$ cat config.mk
export PLATFORM = sky130hd
export DESIGN_NAME = cbus_arbiter
export DESIGN_NICKNAME = d
export VERILOG_FILES = /design/src/rtl/cbus_arbiter_pkg.sv /design/src/rtl/cbus_arbiter_rr_picker.sv /design/src/rtl/cbus_arbiter.sv
export SDC_FILE = /design/constraint.sdc
export NUM_CORES = 1
export LEC_CHECK = 0
export BUFFER_PORTS_ARGS = -buffer_cell sky130_fd_sc_hd__buf_2
export CORE_AREA = 2 2 132 134
export DETAILED_ROUTE_END_ITERATION = 12
export DIE_AREA = 0 0 134 136
export HOLD_SLACK_MARGIN = 0.12
export SLEW_MARGIN = 20
export SYNTH_ARGS = -nofsm -noshare
export SYNTH_HDL_FRONTEND = slang
export SYNTH_SLANG_ARGS = --single-unit
$ cat constraint.sdc
create_clock -name clk -period 1.61 [get_ports clk]
set_input_delay 0.0805 -clock clk [delete_from_list [all_inputs] [get_ports clk]]
set_output_delay 0.0805 -clock clk [all_outputs]
set_load 0.02 [all_outputs]
$ cat src/rtl/cbus_arbiter_pkg.sv
// Shared cbus types: request/response structs plus burst length, size and burst-type encodings.
// No logic; types only.
// MLEN encodes beats-1 so a 4-bit field covers 1..16 beats.
package cbus_arbiter_pkg;

  typedef enum logic [3:0] {
    MLEN1  = 4'd0,
    MLEN2  = 4'd1,
    MLEN4  = 4'd3,
    MLEN8  = 4'd7,
    MLEN16 = 4'd15
  } mlen_t;

  typedef enum logic [2:0] {
    MSIZE1 = 3'd0,
    MSIZE2 = 3'd1,
    MSIZE4 = 3'd2
  } msize_t;

  typedef enum logic [1:0] {
    AXI_BURST_FIXED = 2'd0,
    AXI_BURST_INCR  = 2'd1,
    AXI_BURST_WRAP  = 2'd2
  } axi_burst_t;

  typedef struct packed {
    logic        valid;
    logic        is_write;
    logic [31:0] addr;
    msize_t      size;
    mlen_t       len;
    axi_burst_t  burst;
    logic [3:0]  strobe;
    logic [31:0] data;
  } cbus_req_t;

  typedef struct packed {
    logic        ready;
    logic        last;
    logic [31:0] data;
  } cbus_resp_t;

  // Number of beats a burst of the given length code carries.
  function automatic logic [4:0] mlen_beats(input mlen_t len);
    return {1'b0, len} + 5'd1;
  endfunction

endpackage

$ cat src/rtl/cbus_arbiter_rr_picker.sv
// Round-robin picker: first valid requester after last_grant, wrapping modulo NUM_REQ.
// Purely combinational, zero latency.
// No handshake; any_valid low means winner is meaningless (driven 0).
module rr_picker #(
  parameter int NUM_REQ = 2
) (
  input  logic [NUM_REQ-1:0]         valid,
  input  logic [$clog2(NUM_REQ)-1:0] last_grant,
  output logic [$clog2(NUM_REQ)-1:0] winner,
  output logic                       any_valid
);

  localparam int IDW = $clog2(NUM_REQ);

  // Scan from the farthest candidate to the nearest so the nearest valid one wins.
  always_comb begin
    logic [IDW-1:0] idx;
    winner    = '0;
    any_valid = 1'b0;
    idx       = '0;
    for (int k = NUM_REQ; k >= 1; k--) begin
      idx = IDW'((int'(last_grant) + k) % NUM_REQ);
      if (valid[idx]) begin
        winner    = idx;
        any_valid = 1'b1;
      end
    end
  end

endmodule

$ cat src/rtl/cbus_arbiter.sv
// Arbitrates NUM_REQ cache requesters onto one memory-side cbus, one burst at a time.
// Grant latency 2 cycles (IDLE->GRANT->BUSY); forwarding in BUSY is combinational both ways.
// oresp.ready paces beats; requester dropping valid mid-burst aborts with sticky err.
module cbus_arbiter
  import cbus_arbiter_pkg::*;
#(
  parameter int NUM_REQ   = 2,
  parameter int MAX_BEATS = 16
) (
  input  logic                       clk,
  input  logic                       reset,
  input  cbus_req_t                  ireqs  [NUM_REQ],
  output cbus_resp_t                 iresps [NUM_REQ],
  output cbus_req_t                  oreq,
  input  cbus_resp_t                 oresp,
  output logic [$clog2(NUM_REQ)-1:0] grant_id,
  output logic                       busy,
  output logic                       err
);

  localparam int IDW = $clog2(NUM_REQ);
  localparam int CW  = $clog2(MAX_BEATS + 1);

  typedef enum logic [1:0] {
    IDLE  = 2'd0,
    GRANT = 2'd1,
    BUSY  = 2'd2
  } state_t;

  state_t         state, state_nxt;
  logic [IDW-1:0] sel, sel_nxt;
  logic [IDW-1:0] last_grant, last_grant_nxt;
  logic [CW-1:0]  beat_cnt, beat_cnt_nxt;
  logic           err_flag, err_nxt;

  logic [NUM_REQ-1:0] req_valid;
  logic [IDW-1:0]     rr_winner;
  logic               rr_any;
  cbus_req_t          sel_req;

  // Collect the valid bits for the picker.
  always_comb begin
    for (int i = 0; i < NUM_REQ; i++) begin
      req_valid[i] = ireqs[i].valid;
    end
  end

  assign sel_req = ireqs[sel];

  rr_picker #(
    .NUM_REQ (NUM_REQ)
  ) u_rr_picker (
    .valid      (req_valid),
    .last_grant (last_grant),
    .winner     (rr_winner),
    .any_valid  (rr_any)
  );

  // State register; last_grant resets to the top index so requester 0 wins first.
  always_ff @(posedge clk or negedge reset) begin
    if (!reset) begin
      state      <= IDLE;
      sel        <= '0;
      last_grant <= IDW'(NUM_REQ - 1);
      beat_cnt   <= '0;
      err_flag   <= 1'b0;
    end else begin
      state      <= state_nxt;
      sel        <= sel_nxt;
      last_grant <= last_grant_nxt;
      beat_cnt   <= beat_cnt_nxt;
      err_flag   <= err_nxt;
    end
  end

  // Next-state logic: winner latched only on IDLE->GRANT, burst ends on last or valid drop.
  always_comb begin
    state_nxt      = state;
    sel_nxt        = sel;
    last_grant_nxt = last_grant;
    beat_cnt_nxt   = beat_cnt;
    err_nxt        = err_flag;
    case (state)
      IDLE: begin
        if (rr_any) begin
          sel_nxt   = rr_winner;
          state_nxt = GRANT;
        end
      end
      GRANT: begin
        beat_cnt_nxt = '0;
        state_nxt    = BUSY;
      end
      BUSY: begin
        if (oresp.ready && (beat_cnt != CW'(MAX_BEATS))) begin
          beat_cnt_nxt = beat_cnt + 1'b1;
        end
        if (!sel_req.valid) begin
          // Owner abandoned the burst before its last beat.
          err_nxt        = 1'b1;
          state_nxt      = IDLE;
          last_grant_nxt = sel;
        end else if (oresp.ready) begin
          if (oresp.last) begin
            state_nxt      = IDLE;
            last_grant_nxt = sel;
          end else if (beat_cnt == CW'(MAX_BEATS - 1)) begin
            // This beat is number MAX_BEATS and still not last: overlong burst.
            err_nxt = 1'b1;
          end
        end
      end
      default: state_nxt = IDLE;
    endcase
  end

  // Output muxing: only the owner sees the bus, and only while BUSY.
  always_comb begin
    oreq = '0;
    for (int i = 0; i < NUM_REQ; i++) begin
      iresps[i] = '0;
    end
    if (state == BUSY) begin
      oreq        = sel_req;
      iresps[sel] = oresp;
    end
  end

  // Status outputs; grant_id is forced to 0 while reset is held.
  always_comb begin
    busy     = (state == BUSY);
    err      = err_flag;
    grant_id = '0;
    if (reset) begin
      grant_id = (state == IDLE) ? last_grant : sel;
    end
  end

endmodule

==> results of run 1 <==
[per-stage QoR]
step           worst slack (ps)  hold WS (ps)  setup TNS (ps)
5_1_grt                    -144           179           -4710
6_report                  -95.1           157           -2350
3_3_place_gp                164         -39.9               0
2_1_floorplan               306          -215               0
4_1_cts                   -70.7           134            -327
3_5_place_dp                148         -37.6               0
[Yosys cell counts]
cell type  number
nor3_1          1
nand2_1         7
buf_2           4
a21boi_0        1
mux2i_1        82
buf_4          12
o211ai_1        1
a21oi_1         2
a311o_1         1
mux2_1          1
nor2_4          1
nor2_1         80
inv_1           6
o21a_1          1
clkbuf_4        3
nand3_1         2
o311ai_4        1
buf_8           1
dfrtp_1         9
and2_1         33
a31oi_1         2
o21bai_1        1
nand2b_4        2
ha_1            3
o21ai_1         1
clkbuf_2        6
dfstp_2         1
nand4_1         1
o21ai_0         2
mux2_2          1
buf_6           2
nor3_2          1
and3_1         35
nand2b_1        4
inv_4           1
[worst register-to-register path: stages (launching register included)]
cell	delay (ps)
dfrtp_4	460
buf_4	180
mux2_2	360
a21oi_1	160
mux2_1	340
[layer usage]
| metal | vias to the layer above | wire (µm) | global-route usage |
|---|---|---|---|
| li1 | 1744 | - | - |
| met2 | 181 | 5930 | 0.185 |
| met1 | 1547 | 4860 | 0.114 |
| met4 | 0 | 108 | 0.0177 |
| met5 | - | 0 | 0 |
| met3 | 9 | 808 | 0.0160 |
[worst min path at each step]
stage / endpoint / slack (ps) / depth (start not counted)
finish: state[0] / 160 / 2
CTS: state[0] / 130 / 2
global placement: err / -40 / 1
global route: state[0] / 180 / 2
detailed placement: err / -40 / 1
floorplan: beat_cnt[0] / -220 / 0
[cells by family (layout without fill, tap and decap cells)]
family / count (synthesis) / count (layout) / synth area share
AOI/OAI and AO/OA: 13 / 13 / 0.0449
adders and majority gates: 3 / 3 / 0.0162
buffers and inverters: 35 / 376 / 0.0990
DFF: 10 / 10 / 0.109
muxes: 84 / 84 / 0.365
and+or+nand+nor: 167 / 167 / 0.366
[cell usage in the layout (no fill, tap or decap), types with 2 or more instances in the layout]
master / synthesis / final
a31oi_1: 2 / 2
nor2_1: 80 / 80
clkbuf_16: 0 / 8
dlygate4sd3_1: 0 / 2
buf_2: 4 / 297
dfrtp_1: 9 / 7
nand3_1: 2 / 2
and2_4: 0 / 33
mux2i_4: 0 / 2
nand2b_1: 4 / 4
o21ai_0: 2 / 2
buf_4: 12 / 20
mux2i_1: 82 / 79
nand2_1: 7 / 7
a21oi_1: 2 / 2
ha_1: 3 / 3
nand2b_4: 2 / 2
and3_1: 35 / 35
buf_12: 0 / 5
inv_1: 6 / 6
buf_6: 2 / 34
[state kept, by name, summed over array words and instances (netlist names)]
signal	cells
beat_cnt	5
err	1
last_grant	1
sel	1
state	2
[timing repair]
item	CTS	global route
hold buffers	2	0
resized for setup	44	80
pin swaps	0	33
setup buffers	0	5
hold endpoints to repair	11	0
gates cloned	0	8
setup endpoints to repair	55	112
[layout make-up]
type	instances	area [µm²]	area share
multi-input combinational	267	1940	0.397
timing repair buffer	365	2310	0.471
sequential	10	256	0.0524
tap	225	282	0.0575
clock buffer	4	78.8	0.0161
inverter	7	31.3	0.00639
[report_power, final]
group	internal (mW)	switching [mW]
sequential	0.362	0.110
combinational	2.70	3.34
clock	0.332	0.119
==> results_dict.tcl, run 1 <==
set metrics [dict create \
    path_cells "buf_12 > nor2_4 > clkbuf_16 > and2_4 > buf_6" \
    diodes 0 \
    p_total_mw 6.96 \
    dp_cells 859 \
    cts_buffer_depth 2 \
    skew_ps 7.81 \
    p_leak_nw 3.05 \
    yosys.area.top_type "mux2i_1" \
    yosys_warnings 0 \
    cts.htree.levels 1 \
    fillers 1835 \
    drt_wl_total_um 11700 \
    synth.distinct_cells 35 \
    worstPathRequired_ps 1530 \
    drc 0 \
    final_layout_size_suffix_gt1_frac 0.631 \
    cts_buffers 3 \
    ff2ff_path_depth 4 \
    fin_util 0.290 \
    yosysTopAreaCellShare 0.355 \
    crit_start "sel" \
    critPathSlowestCell "dfrtp_4" \
    critPathKind "reg2out" \
    r2r_end "last_grant" \
    slowest_delay_ps 510 \
    place_area_um2 4230 \
    rsz0062_at_grt "true" \
    slew_headroom 0.754 \
    syn_to_final_growth_pct 112 \
    cp_top_family "flip-flops" \
    core_area_um2 16900 \
    drv_cap 0 \
    drv_slew 0 \
    status "finished, violations left" \
    hold_viol 0 \
    worst-path-buf-inv 3 \
    wl_per_cell_um 13.3 \
    powerDensity_nw_per_um2 1420 \
    synth_seq_cells 10 \
    worst_slack_ps -95.1 \
    fin_nets 851 \
    end_kind "output pin" \
    routabilityCongestion 0.800 \
    crit_path_start_kind "flip-flop" \
    rows 48 \
    ff2ff_setup_slack_ps 30 \
    crit_arrival_ps 1620 \
    tightest_slew_ps 368 \
    hp-start "ireqs[78]" \
    vias 3481 \
    drt-pass1-iter-count 4 \
    antenna_found_initial 0 \
    dp_hpwl_um 8380 \
    die_w_um 134 \
    crit_end "iresps[53]" \
    cp_max_fo 8 \
    pin_count 344 \
    violations "setup timing" \
    overflow 0 \
    fin_crit_ps 1710 \
    grt_pass1_vias 2966 \
    netlist_instances 312 \
    start_util 0.137 \
    via_per_inst 3.96 \
    ys_seq_area_frac 0.109 \
    critical_path_depth 5 \
    fin_area_um2 4900 \
    timing.rr.start "sel" \
    cts_tree "yes" \
    grt_max_degree 64 \
    portBuffers 343 \
    fin_cells 878 \
    syn_nets 509 \
    ir_drop_v 0.000526 \
    grt_usage 0.0967 \
    synth_area_um2 2310 \
    grt_pass1_wl_um 14500 \
    max_freq_ghz 0.586 \
    die_h_um 136 \
    synth_area_leaders "mux2i_1 (35%), nor2_1 (13%), dfrtp_1 (9.7%)" \
    ant_nets 0 \
    path_clk_slew_ps 40 \
    cts_root_buf "clkbuf_16" \
    clock-sinks 10 \
    setup_viol 35 \
    hp-class "in2reg" \
    clock_latency_ps 240 \
    drt_iter0_markers 125 \
    period_share 1.06 \
    die_area_um2 18200 \
    syn_avg_cell_area_um2 7.41 \
]
Note: power is estimated with default switching activity, not from simulation.
==> inputs of run 2 (changes only) <==
- GPL_TIMING_DRIVEN: default -> 0
- RECOVER_POWER: default -> 100
==> results_dict.tcl, run 2 (synthesis gave the netlist of run 1 again) <==
set metrics [dict create \
    ir_drop_v 0.000647 \
    final_layout_size_suffix_gt1_frac 0.614 \
    routabilityCongestion 0.817 \
    cts_buffers 3 \
    largestRegisters "beat_cnt (5), state (2)" \
    hp-start "ireqs[78]" \
    die_area_um2 18200 \
    slew_headroom 0.749 \
    fin_nets 871 \
    portBuffers 343 \
    vias 3587 \
    crit_path_start_kind "flip-flop" \
    status "finished clean" \
    drv_slew 0 \
    pin_count 344 \
    layout_common_cells "buf_2 (302), mux2i_1 (79), nor2_1 (77)" \
    place_area_um2 4310 \
    clock-sinks 10 \
    drt_wl_total_um 12100 \
    fillers 1826 \
    layout_commonest_cell "buf_2" \
    setup_viol 0 \
    cts.htree.levels 1 \
    grt_pass1_vias 3004 \
    grt_pass1_wl_um 15600 \
    overflow 0 \
    largest_reg_flops 5 \
    drv_cap 0 \
    via_per_inst 3.99 \
    p_leak_nw 3.09 \
    hold_path_end "state[0]" \
    cts_tree "yes" \
    core_area_um2 16900 \
    grt_use_met1 0.135 \
    fin_crit_ps 1600 \
    wl_per_cell_um 13.4 \
    die_h_um 136 \
    hold_viol 0 \
    drt-pass1-iter-count 4 \
    multiInputGateArea_um2 1880 \
    worst_slack_ps 14.8 \
    start_util 0.137 \
    max_freq_ghz 0.627 \
    cp_max_fo 6 \
    ant_nets 0 \
    crit_arrival_ps 1510 \
    largest_register "beat_cnt" \
    clock_latency_ps 240 \
    grt.busiest_layer "met2" \
    rows 48 \
    drc 0 \
    critPathKind "reg2out" \
    fin_area_um2 4880 \
    cts_buffer_depth 2 \
    holdPathStages 2 \
    cts_root_buf "clkbuf_16" \
    ff2ff_setup_slack_ps 180 \
    p_total_mw 7.14 \
    tightest_slew_ps 375 \
    rsz0062_at_grt "true" \
    dp_hpwl_um 9790 \
    powerDensity_nw_per_um2 1460 \
    worstPathRequired_ps 1530 \
    ff_latch_area_um2 254 \
    skew_ps 3.30 \
    drt_iter0_markers 125 \
    diodes 0 \
    antenna_found_initial 0 \
    gr-usage-met2 0.204 \
    hp-class "in2reg" \
    r2r_end "err" \
    ff2ff_path_depth 5 \
    path_clk_slew_ps 40 \
    crit_start "sel" \
    period_share 0.991 \
    timing.rr.start "beat_cnt[0]" \
    end_kind "output pin" \
    syn_to_final_growth_pct 111 \
    die_w_um 134 \
    use_met3 0.0130 \
    grt_usage 0.108 \
    grt_max_degree 12 \
    preCtsSetupSlack_ps 95.8 \
]
==> run 2: cell count changes in the layout (fill, tap and decap cells not counted), sizes merged <==
cell	delta
buf	+18
clkbuf	+2
==> run 2: where the power goes <==
group | switching, mW | total (mW) | internal, mW | leakage (nW)
logic | 3.40 | 6.18 | 2.78 | 2.92
registers | 0.112 | 0.468 | 0.356 | 0.120
clock network | 0.121 | 0.495 | 0.374 | 0.0442
==> run 2: how the worst max path moves through the flow <==
stage	end	depth (start not counted)
6_report	oreq[74]	6
4_1_cts	oreq[67]	6
2_1_floorplan	grant_id	4
5_1_grt	oreq[68]	6
3_5_place_dp	iresps[37]	5
3_3_place_gp	oreq[43]	5
==> run 2: cell type report <==
| type | instances | area share |
|---|---|---|
| multi-input cells | 267 | 0.384 |
| inverters | 7 | 0.00589 |
| repair buffers | 357 | 0.423 |
| plain buffers | 28 | 0.0589 |
| flip-flops and latches | 10 | 0.0520 |
| clock buffers | 4 | 0.0182 |
| well taps | 225 | 0.0576 |
==> run 2: timing repair <==
| item | CTS | global route |
|---|---|---|
| resized for setup | 21 | 95 |
| setup buffers | 3 | 4 |
| hold buffers | 2 | 0 |
| endpoints found under the setup margin | 138 | 102 |
| gates cloned | 2 | 3 |
| endpoints found under the hold margin | 11 | 0 |
| pin swaps | 1 | 1 |
==> run 2: metrics by stage <==
step / hold WS [ps] / utilization / std cells / TNS (ps)
3_3_place_gp: -38.0 / 0.255 / 880 / 0
6_report: 133 / 0.289 / 898 / 0
3_5_place_dp: -34.7 / 0.255 / 880 / 0
5_1_grt: 149 / 0.289 / 898 / -878
2_1_floorplan: -215 / - / 312 / 0
4_1_cts: 129 / 0.269 / 891 / -5.11
==> run 2: worst max-delay path, cell delays in order (launching register included) <==
cell       delay (ps)
dfrtp_2           440
buf_12            170
buf_12            140
clkbuf_16         160
mux2i_1           120
nor2_1             80
buf_2             160
==> run 2: routing by layer <==
| metal | share of wire | up-vias | routed length [µm] |
|---|---|---|---|
| li1 | - | 1780 | - |
| met2 | 0.52 | 199 | 6260 |
| met5 | 0 | - | 0 |
| met1 | 0.40 | 1601 | 4850 |
| met4 | 0.0051 | 0 | 61 |
| met3 | 0.074 | 7 | 889 |
